**src/rtl/lvds_rx_frame_ctrl.sv**
```systemverilog
// Frame controller for the LVDS receive buffer: waits for a captured frame, streams
// every buffer word out over valid/ready with a running checksum, then clears the receiver.
module lvds_rx_frame_ctrl #(
    parameter int WORDS    = 512,
    parameter int ADDR_W   = 9,
    parameter int CLR_HOLD = 4,
    parameter int TIMEOUT  = 65535
) (
    input  logic              CLK,
    input  logic              RSTn,
    input  logic              ARM,
    input  logic              ABORT,
    input  logic [7:0]        LVDS_EU_STATE,
    output logic [ADDR_W-1:0] EU_LVDS_BUF_ADDR,
    input  logic [31:0]       EU_LVDS_BUF_DATA,
    output logic              LVDS_STATE_CLEAR_CS,
    output logic              LVDS_STATE_CLEAR,
    output logic [31:0]       OUT_DATA,
    output logic              OUT_VALID,
    input  logic              OUT_READY,
    output logic              OUT_LAST,
    output logic [31:0]       CHECKSUM,
    output logic              FRAME_DONE,
    output logic [15:0]       FRAME_CNT,
    output logic              BUSY,
    output logic              ERR_TIMEOUT
);

    // state      | meaning
    // IDLE       | waiting for ARM
    // WAIT_FRAME | capture armed, waiting for receiver state 2 (frame over)
    // FETCH      | buffer address presented
    // LATCH      | buffer data registered into OUT_DATA
    // SEND       | OUT_VALID held until the sink accepts
    // CLEAR      | receiver clear lines held until it reports idle
    // DONE       | one-cycle frame-complete pulse
    typedef enum logic [2:0] {
        S_IDLE, S_WAIT_FRAME, S_FETCH, S_LATCH, S_SEND, S_CLEAR, S_DONE
    } state_t;

    localparam int TMO_W  = (TIMEOUT  > 1) ? $clog2(TIMEOUT)  : 1;
    localparam int HOLD_W = (CLR_HOLD > 1) ? $clog2(CLR_HOLD) : 1;
    localparam logic [TMO_W-1:0]  TMO_LOAD  = TMO_W'(TIMEOUT - 1);
    localparam logic [HOLD_W-1:0] HOLD_LOAD = HOLD_W'(CLR_HOLD - 1);
    localparam logic [ADDR_W-1:0] LAST_ADDR = ADDR_W'(WORDS - 1);

    state_t             state, state_nx;
    logic [7:0]         sync1, sync2, sync3, st_q;
    logic [TMO_W-1:0]   tmo_cnt;
    logic [HOLD_W-1:0]  hold_cnt;
    logic [ADDR_W-1:0]  addr;
    logic               arm_go, hs, tmo_zero, hold_zero, frame_rdy, rx_idle;
    logic               clear_ok, tmo_fire, clr_entry;

    assign arm_go    = (state == S_IDLE) && ARM && !ABORT;
    assign hs        = OUT_VALID && OUT_READY;
    assign tmo_zero  = (tmo_cnt == '0);
    assign hold_zero = (hold_cnt == '0);
    assign frame_rdy = (st_q == 8'd2);
    assign rx_idle   = (st_q == 8'd0);
    assign clear_ok  = hold_zero && rx_idle;
    assign tmo_fire  = !ABORT && tmo_zero &&
                       (((state == S_WAIT_FRAME) && !frame_rdy) ||
                        ((state == S_CLEAR) && !clear_ok));
    assign clr_entry = (state_nx == S_CLEAR) && (state != S_CLEAR);

    assign EU_LVDS_BUF_ADDR    = addr;
    assign BUSY                = (state != S_IDLE);
    assign LVDS_STATE_CLEAR_CS = (state == S_CLEAR);
    assign LVDS_STATE_CLEAR    = (state == S_CLEAR);
    assign FRAME_DONE          = (state == S_DONE) && !ABORT;

    always_ff @(posedge CLK) begin
        if (!RSTn) state <= S_IDLE;
        else       state <= state_nx;
    end

    always_comb begin
        state_nx = state;
        case (state)
            S_IDLE:       if (ARM) state_nx = S_WAIT_FRAME;
            S_WAIT_FRAME: begin
                if (frame_rdy)     state_nx = S_FETCH;
                else if (tmo_zero) state_nx = S_CLEAR;
            end
            S_FETCH:      state_nx = S_LATCH;
            S_LATCH:      state_nx = S_SEND;
            S_SEND:       if (hs) state_nx = OUT_LAST ? S_CLEAR : S_FETCH;
            S_CLEAR: begin
                if (clear_ok)      state_nx = ERR_TIMEOUT ? S_IDLE : S_DONE;
                else if (tmo_zero) state_nx = S_IDLE;
            end
            S_DONE:       state_nx = S_IDLE;
            default:      state_nx = S_IDLE;
        endcase
        if (ABORT) state_nx = S_IDLE;
    end

    always_ff @(posedge CLK) begin
        if (!RSTn) begin
            sync1       <= '0;
            sync2       <= '0;
            sync3       <= '0;
            st_q        <= '0;
            tmo_cnt     <= '0;
            hold_cnt    <= '0;
            addr        <= '0;
            OUT_DATA    <= '0;
            OUT_VALID   <= 1'b0;
            OUT_LAST    <= 1'b0;
            CHECKSUM    <= '0;
            FRAME_CNT   <= '0;
            ERR_TIMEOUT <= 1'b0;
        end else begin
            // st_q only follows a value seen on two consecutive samples, so a
            // multi-bit code caught mid-transition never reaches the FSM
            sync1 <= LVDS_EU_STATE;
            sync2 <= sync1;
            sync3 <= sync2;
            if (sync2 == sync3) st_q <= sync3;

            if (arm_go || clr_entry) tmo_cnt <= TMO_LOAD;
            else if (!tmo_zero)      tmo_cnt <= tmo_cnt - TMO_W'(1);

            if (clr_entry)       hold_cnt <= HOLD_LOAD;
            else if (!hold_zero) hold_cnt <= hold_cnt - HOLD_W'(1);

            if (arm_go) begin
                addr        <= '0;
                CHECKSUM    <= '0;
                ERR_TIMEOUT <= 1'b0;
            end
            if (tmo_fire) ERR_TIMEOUT <= 1'b1;

            if ((state == S_SEND) && (state_nx == S_FETCH)) addr <= addr + ADDR_W'(1);

            if ((state == S_LATCH) && !ABORT) begin
                OUT_DATA  <= EU_LVDS_BUF_DATA;
                OUT_VALID <= 1'b1;
                OUT_LAST  <= (addr == LAST_ADDR);
            end
            // a word accepted in the same cycle as ABORT still counts in the sum
            if ((state == S_SEND) && hs) begin
                OUT_VALID <= 1'b0;
                OUT_LAST  <= 1'b0;
                CHECKSUM  <= CHECKSUM + OUT_DATA;
            end
            if (ABORT) begin
                OUT_VALID <= 1'b0;
                OUT_LAST  <= 1'b0;
            end

            if (FRAME_DONE) FRAME_CNT <= FRAME_CNT + 16'd1;
        end
    end

endmodule

```
**config.mk**
```make
export PLATFORM = sky130hd
export DESIGN_NAME = lvds_rx_frame_ctrl
export DESIGN_NICKNAME = d
export VERILOG_FILES = /design/src/rtl/lvds_rx_frame_ctrl.sv
export SDC_FILE = /design/constraint.sdc
export NUM_CORES = 1
export LEC_CHECK = 0
export CORE_ASPECT_RATIO = 0.7
export CORE_MARGIN = 2
export CORE_UTILIZATION = 34
export DETAILED_ROUTE_END_ITERATION = 7
export PLACE_DENSITY = 0.65
export SLEW_MARGIN = 40
export SYNTH_ARGS = -nofsm -noshare
export SYNTH_HDL_FRONTEND = slang
export SYNTH_SLANG_ARGS = --single-unit
```
**constraint.sdc**
```tcl
create_clock -name CLK -period 6.2 [get_ports CLK]
set_input_delay 1.24 -clock CLK [delete_from_list [all_inputs] [get_ports CLK]]
set_output_delay 1.24 -clock CLK [all_outputs]
set_load 0.1 [all_outputs]
```
# Word level (Yosys, flattened, before mapping)
# Cells that the tools add are included.
[totals] rom_bits=0 out_inout_bits=96 latchBits=0 wordCells=83 in_bits=45 register_bits=145 ramBits=0 mem_count=0
[op_classes] div_mod_pow=0 n_addsub=5 muxes=20 order_cmp=0 multipliers=0 reduce_logical=28 n_shift=0 n_bitwise=1 eq_ne=14
[op_table] operator="two-way mux 32 bit" n=2
[op_table] operator="adder 32 bit" n=1
[op_table] operator="two-way mux 16 bit" n=2
[op_table] operator="two-way mux 3 bit" n=9
[op_table] operator="two-way mux 9 bit" n=2
[op_table] operator="case mux 3 bit (6 select lines)" n=1
[op_table] operator="adder 16 x 1 -> 16 bit, second input constant" n=1
[op_table] operator="logical NOT 16 bit" n=1
[op_table] operator="subtractor 16 x 1 -> 16 bit, second input constant" n=1
[op_table] operator="logical AND 1 bit" n=13
[op_table] operator="== test 3 bit, second input constant" n=4
[op_table] operator="adder 9 x 1 -> 9 bit, second input constant" n=1
[op_table] operator="== test 3 x 2 -> 1 bit, second input constant" n=3
[op_table] operator="== test 9 bit, second input constant" n=1
[op_table] operator="== test 8 x 2 -> 1 bit, second input constant" n=1
[op_table] operator="== test 8 bit" n=1
[op_table] operator="logical NOT 8 bit" n=1
[op_table] operator="nonzero test 2 bit" n=3
[op_table] operator="two-way mux 2 bit" n=2
[op_table] operator="!= test 2 x 1 -> 1 bit, second input constant" n=2
[op_table] operator="== test 3 x 1 -> 1 bit, second input constant" n=1
[op_table] operator="logical NOT 1 bit" n=3
[op_table] operator="logical NOT 3 bit" n=1
[op_table] operator="!= test 3 bit, second input constant" n=1
[op_table] operator="other kinds (8)" n=10

# Depth between registers and ports, before layout
[logic_depth] ltp_word=9 ltp_mapped=12 mapped_depth_nobuf=10

# Least setup slack after synthesis
# Ideal clock, no wire load.
[synth_timing] kind="input port to output port" startpoint="input ABORT" endpoint="output FRAME_DONE" slack_ps=1010 arrival_time_ps=3950 path_buffers=1 required_ps=4960 cell_stages=2 path_cell_list="clkbuf_1 -> nor3b_1"
[synth_via] elab_chain_cells=2
[synth_rtl] item="start, declared" line="12" text="input logic ABORT,"
[synth_rtl] item="logical NOT 1 bit" line="71" text="assign FRAME_DONE = (state == S_DONE) && !ABORT;"
[synth_rtl] item="logical AND 1 bit" line="71"
[synth_rtl] item="end, declared" line="23" text="output logic FRAME_DONE,"
# Every way passes these cells.

# Worst setup path in the final report
# Same ends and word-level chain as after synthesis.

==> impl_results.md <==
* DP Cell Count at 1,230
* First-pass GRT wire length at 28.6 mm
* Sequential cell area at 2900 um2
* Total clock buffers created by CTS at 17
* Gate family responsible for the most delay along the worst path: buffers and inverters
* Post-CTS resize count at 0
* Slowest-stage cell, CP: nor3b_1
* Worst ir drop on vdd at 0.000166 V
* FFs w/ async S/R, synth at 0%
* Synthesized-area fraction occupied by adder cells at 6.71%
* Layout fillers at 2,091
* Hold buffer count at cts at 0
* Worst slew margin relative to its limit at 46.3%
* Setup total negative slack at 0 ns
* Fraction of power consumed by the clock network at 46.4%
* Critical-path maximum fanout at 9
* Number of vias per cell after detailed routing at 4.96
* Unique masters post-synth at 67
* Via count of the routed design at 6,263
* Multiplexer area fraction after synthesis at 2.10%
* Site Rows at 44
* Area delta synth->final at 23.7%
* Net Sw Power at 0.533 mW
* Number of enable-type register cells in the synthesized netlist at 0
* Least-Margin Pin Slew at 0.805 ns
* Maximum single-stage delay on the critical path at 0.65 ns
* Cell area after synthesis at 7200 um2
* Number of global-route vias before repair at 5,626
* Most instantiated flip-flop cell in the synthesis netlist: dfxtp_1
* Worst setup path category: primary input to output pin
* # H-tree levels at 4
* Max_cap viols at 0
* Seq cells post-synth at 145
* Setup Slack @ Placement at 2.08 ns
* Sw frac at 24.4%
* Post-synthesis share of cell area spent on xor and xnor gates at 7.18%
* DRC marker count from the first detailed-route iteration at 311
* Clock Skews at 0.00986 ns
* TritonCTS clock tree: built
* Number of design rule violations left after detail routing at 0
* Number of diodes at 0
* Category of the worst setup path capture point: output pin
* Antenna viol nets, final at 0
* Initial antenna violation count at 1
* Power per cell area at 246 nW/um2
* Period minus WS final at 4.15 ns
* Reported leakage power at 3.92 nW
* Total detailed-routing wirelength at 17.6 mm
* Fin nets at 1,056
* Drt pass-1 iters at 5
* Floorplan die height at 126 um
* Full die area at 22,400 um2
* Number of max-slew violations in the final report at 0
* Worst path setup slack after routing at 2.05 ns
* Max Freq at 241 MHz
* Starting density of the core at 34.7%
* Post-route clock period utilization at 66.9%
* Final global-route overflow total at 0
* Post-Syn Area per Cell at 8.44 um2
* Compound-gate portion of the synthesized area at 17.4%
* Buffering stage count on the worst path with inverters included at 2
* Sum of internal, switching and leakage power at 2.19 mW
* Crit start category: primary input
* TritonCTS sink count at 145
* Worst-path clk slew at 0.06 ns
* Placer Congestion at 0.817
* Class of the most critical hold timing path: flip-flop to flip-flop
* Setup repair after global routing missed its margin: false
* Worst-path cell chain: clkdlybuf4s50_1 > nor3b_1 > buf_4
* Cell chosen for the clock root: clkbuf_16
* Critical path data required time at 4.96 ns
* Core outline area at 20,800 um2
* Final setup viols at 0
* # Post-CTS Setup Buffers at 0
* Worst path arrival time at 2.91 ns
* Share of the yosys chip area belonging to registers at 40.3%
* Number of failing hold endpoints at the final stage at 0
* Yosys warnings at 0
* Syn Inst Count at 853
* Largest net degree at the start of global routing at 102
* Result of the run: completed
* Die Wd at 178 um
* IO buf count at 140
* Internal cell power at 1.66 mW
* Dominant combinational cell family by area after synthesis: simple AND/OR/NAND/NOR gates
* Share of power burned in registers at 45.1%
* Multi-input gate area in the final layout at 4060 um2
* Detailed placer's ending HPWL at 12.7 mm
* Proportion of layout cells with a drive suffix above 1 at 15.8%
* Max clock buf depth at 2
* Logic gate share of total power at 8.6%
* Final Instance Count excl. Fillers at 1,262
* Top-level port count at 141
* Drt wl/cell at 14.0 um
* Clock network latency to the later pin of the worst-skew pair at 0.42 ns
* Basic-gate share of the synthesized area counting and, or, nand and nor cells at 22.8%
* GR Util All Layers at 15.9%
* Number of nets produced by synthesis at 936
## power groups by stage
stage	Clock, mW	Combinational (mW)	Sequential (mW)
finish	1.01	0.188	0.987
global route	1.09	0.209	0.990
floorplan	0	0.139	1.00
global placement	0	0.186	1.01
CTS	1.04	0.189	0.987
detailed placement	0	0.187	1.01
## final cells by class
class	instances	area share, %
clock buffers	18	4.82
multi-input cells	646	45.5
flip-flops and latches	145	32.6
well taps	276	3.88
clock inverters	14	1.74
repair buffers	143	10.6
inverters	20	0.857
## flip-flops by register name, indices dropped and copies added, names as in the netlist, 2 cells and up
name,cells
sync2,8
state,3
EU_LVDS_BUF_ADDR,9
hold_cnt,2
CHECKSUM,32
tmo_cnt,16
FRAME_CNT,16
st_q,8
sync1,8
sync3,8
OUT_DATA,32
## routing by layer
metal | global-route usage (%) | vias to the layer above | routed length, um
li1 | - | 3252 | -
met1 | 23.2 | 2879 | 9160
met2 | 23.0 | 114 | 7240
met3 | 4.53 | 16 | 1020
met4 | 4.15 | 2 | 183
met5 | 0 | - | 13
## cells in the mapped netlist, types with 17 or more instances
cell type | number | area, um2
nand2_1 | 104 | 390
dfxtp_1 | 145 | 2900
inv_1 | 20 | 75.1
ha_1 | 37 | 463
nor3_1 | 17 | 85.1
o21ai_0 | 37 | 185
xnor2_1 | 26 | 228
nand3_1 | 18 | 90.1
a21o_1 | 17 | 128
xor2_1 | 33 | 289
clkbuf_1 | 36 | 135
and2_1 | 30 | 188
nor2_1 | 78 | 293
a21oi_1 | 86 | 430
## worst paths after layout
check | startpoint | end | slack [ns] | cells after the start
worst min register to register | sync1[3]$_SDFF_PN0_ | sync2[3]$_SDFF_PN0_ | 0.43 | 1
worst max register to register | OUT_DATA[0]$_SDFFE_PN0P_ | CHECKSUM[28]$_SDFFE_PN0P_ | 3.37 | 10
worst max-delay path | ABORT | FRAME_DONE | 2.05 | 3
worst min-delay path | sync1[3]$_SDFF_PN0_ | sync2[3]$_SDFF_PN0_ | 0.43 | 1
## worst register-to-register path: stages (launching register included)
cell and delay [ns]:
dfxtp_1 0.32, ha_1 0.25, fa_1 0.42, a21oi_1 0.19, nor2_1 0.10, o31a_1 0.37
a21oi_1 0.41, o221ai_1 0.18, a31oi_1 0.23, xor2_1 0.15, o21ai_0 0.08
## per-stage QoR
| stage | hold slack [ns] | util, % | area [um2] |
|---|---|---|---|
| after floorplan | 0.412 | - | 7200 |
| after global placement | 0.418 | 42.4 | 8790 |
| after detailed placement | 0.419 | 40.1 | 8330 |
| after CTS | 0.434 | 42.9 | 8910 |
| after global routing | 0.441 | 42.9 | 8910 |
| final | 0.431 | 42.9 | 8910 |
## kinds of logic after synthesis
| logic type | after synthesis |
|---|---|
| and+or+nand+nor | 329 |
| AOI/OAI and AO/OA | 205 |
| DFF | 145 |
| buffers and inverters | 62 |
| xor gates and xnor gates | 59 |
| adders and majority gates | 38 |
| muxes | 15 |
## cell usage in the layout, fill, tap and decap left out, drive strengths merged, types with 5 or more instances in the layout
cell,instances
a211oi,5
a21o,17
a21oi,87
a22oi,16
a31oi,11
and2,31
and3,14
buf,100
clkbuf,18
clkdlybuf4s50,43
clkinv,5
dfxtp,145
ha,37
inv,23
mux2i,14
nand2,104
nand2b,9
nand3,18
nand4,9
nor2,79
nor3,18
nor3b,6
nor4,5
o21ai,37
o21bai,5
or3,10
or3b,6
xnor2,26
xor2,33
No activity file was read; power rests on OpenSTA's default activity.
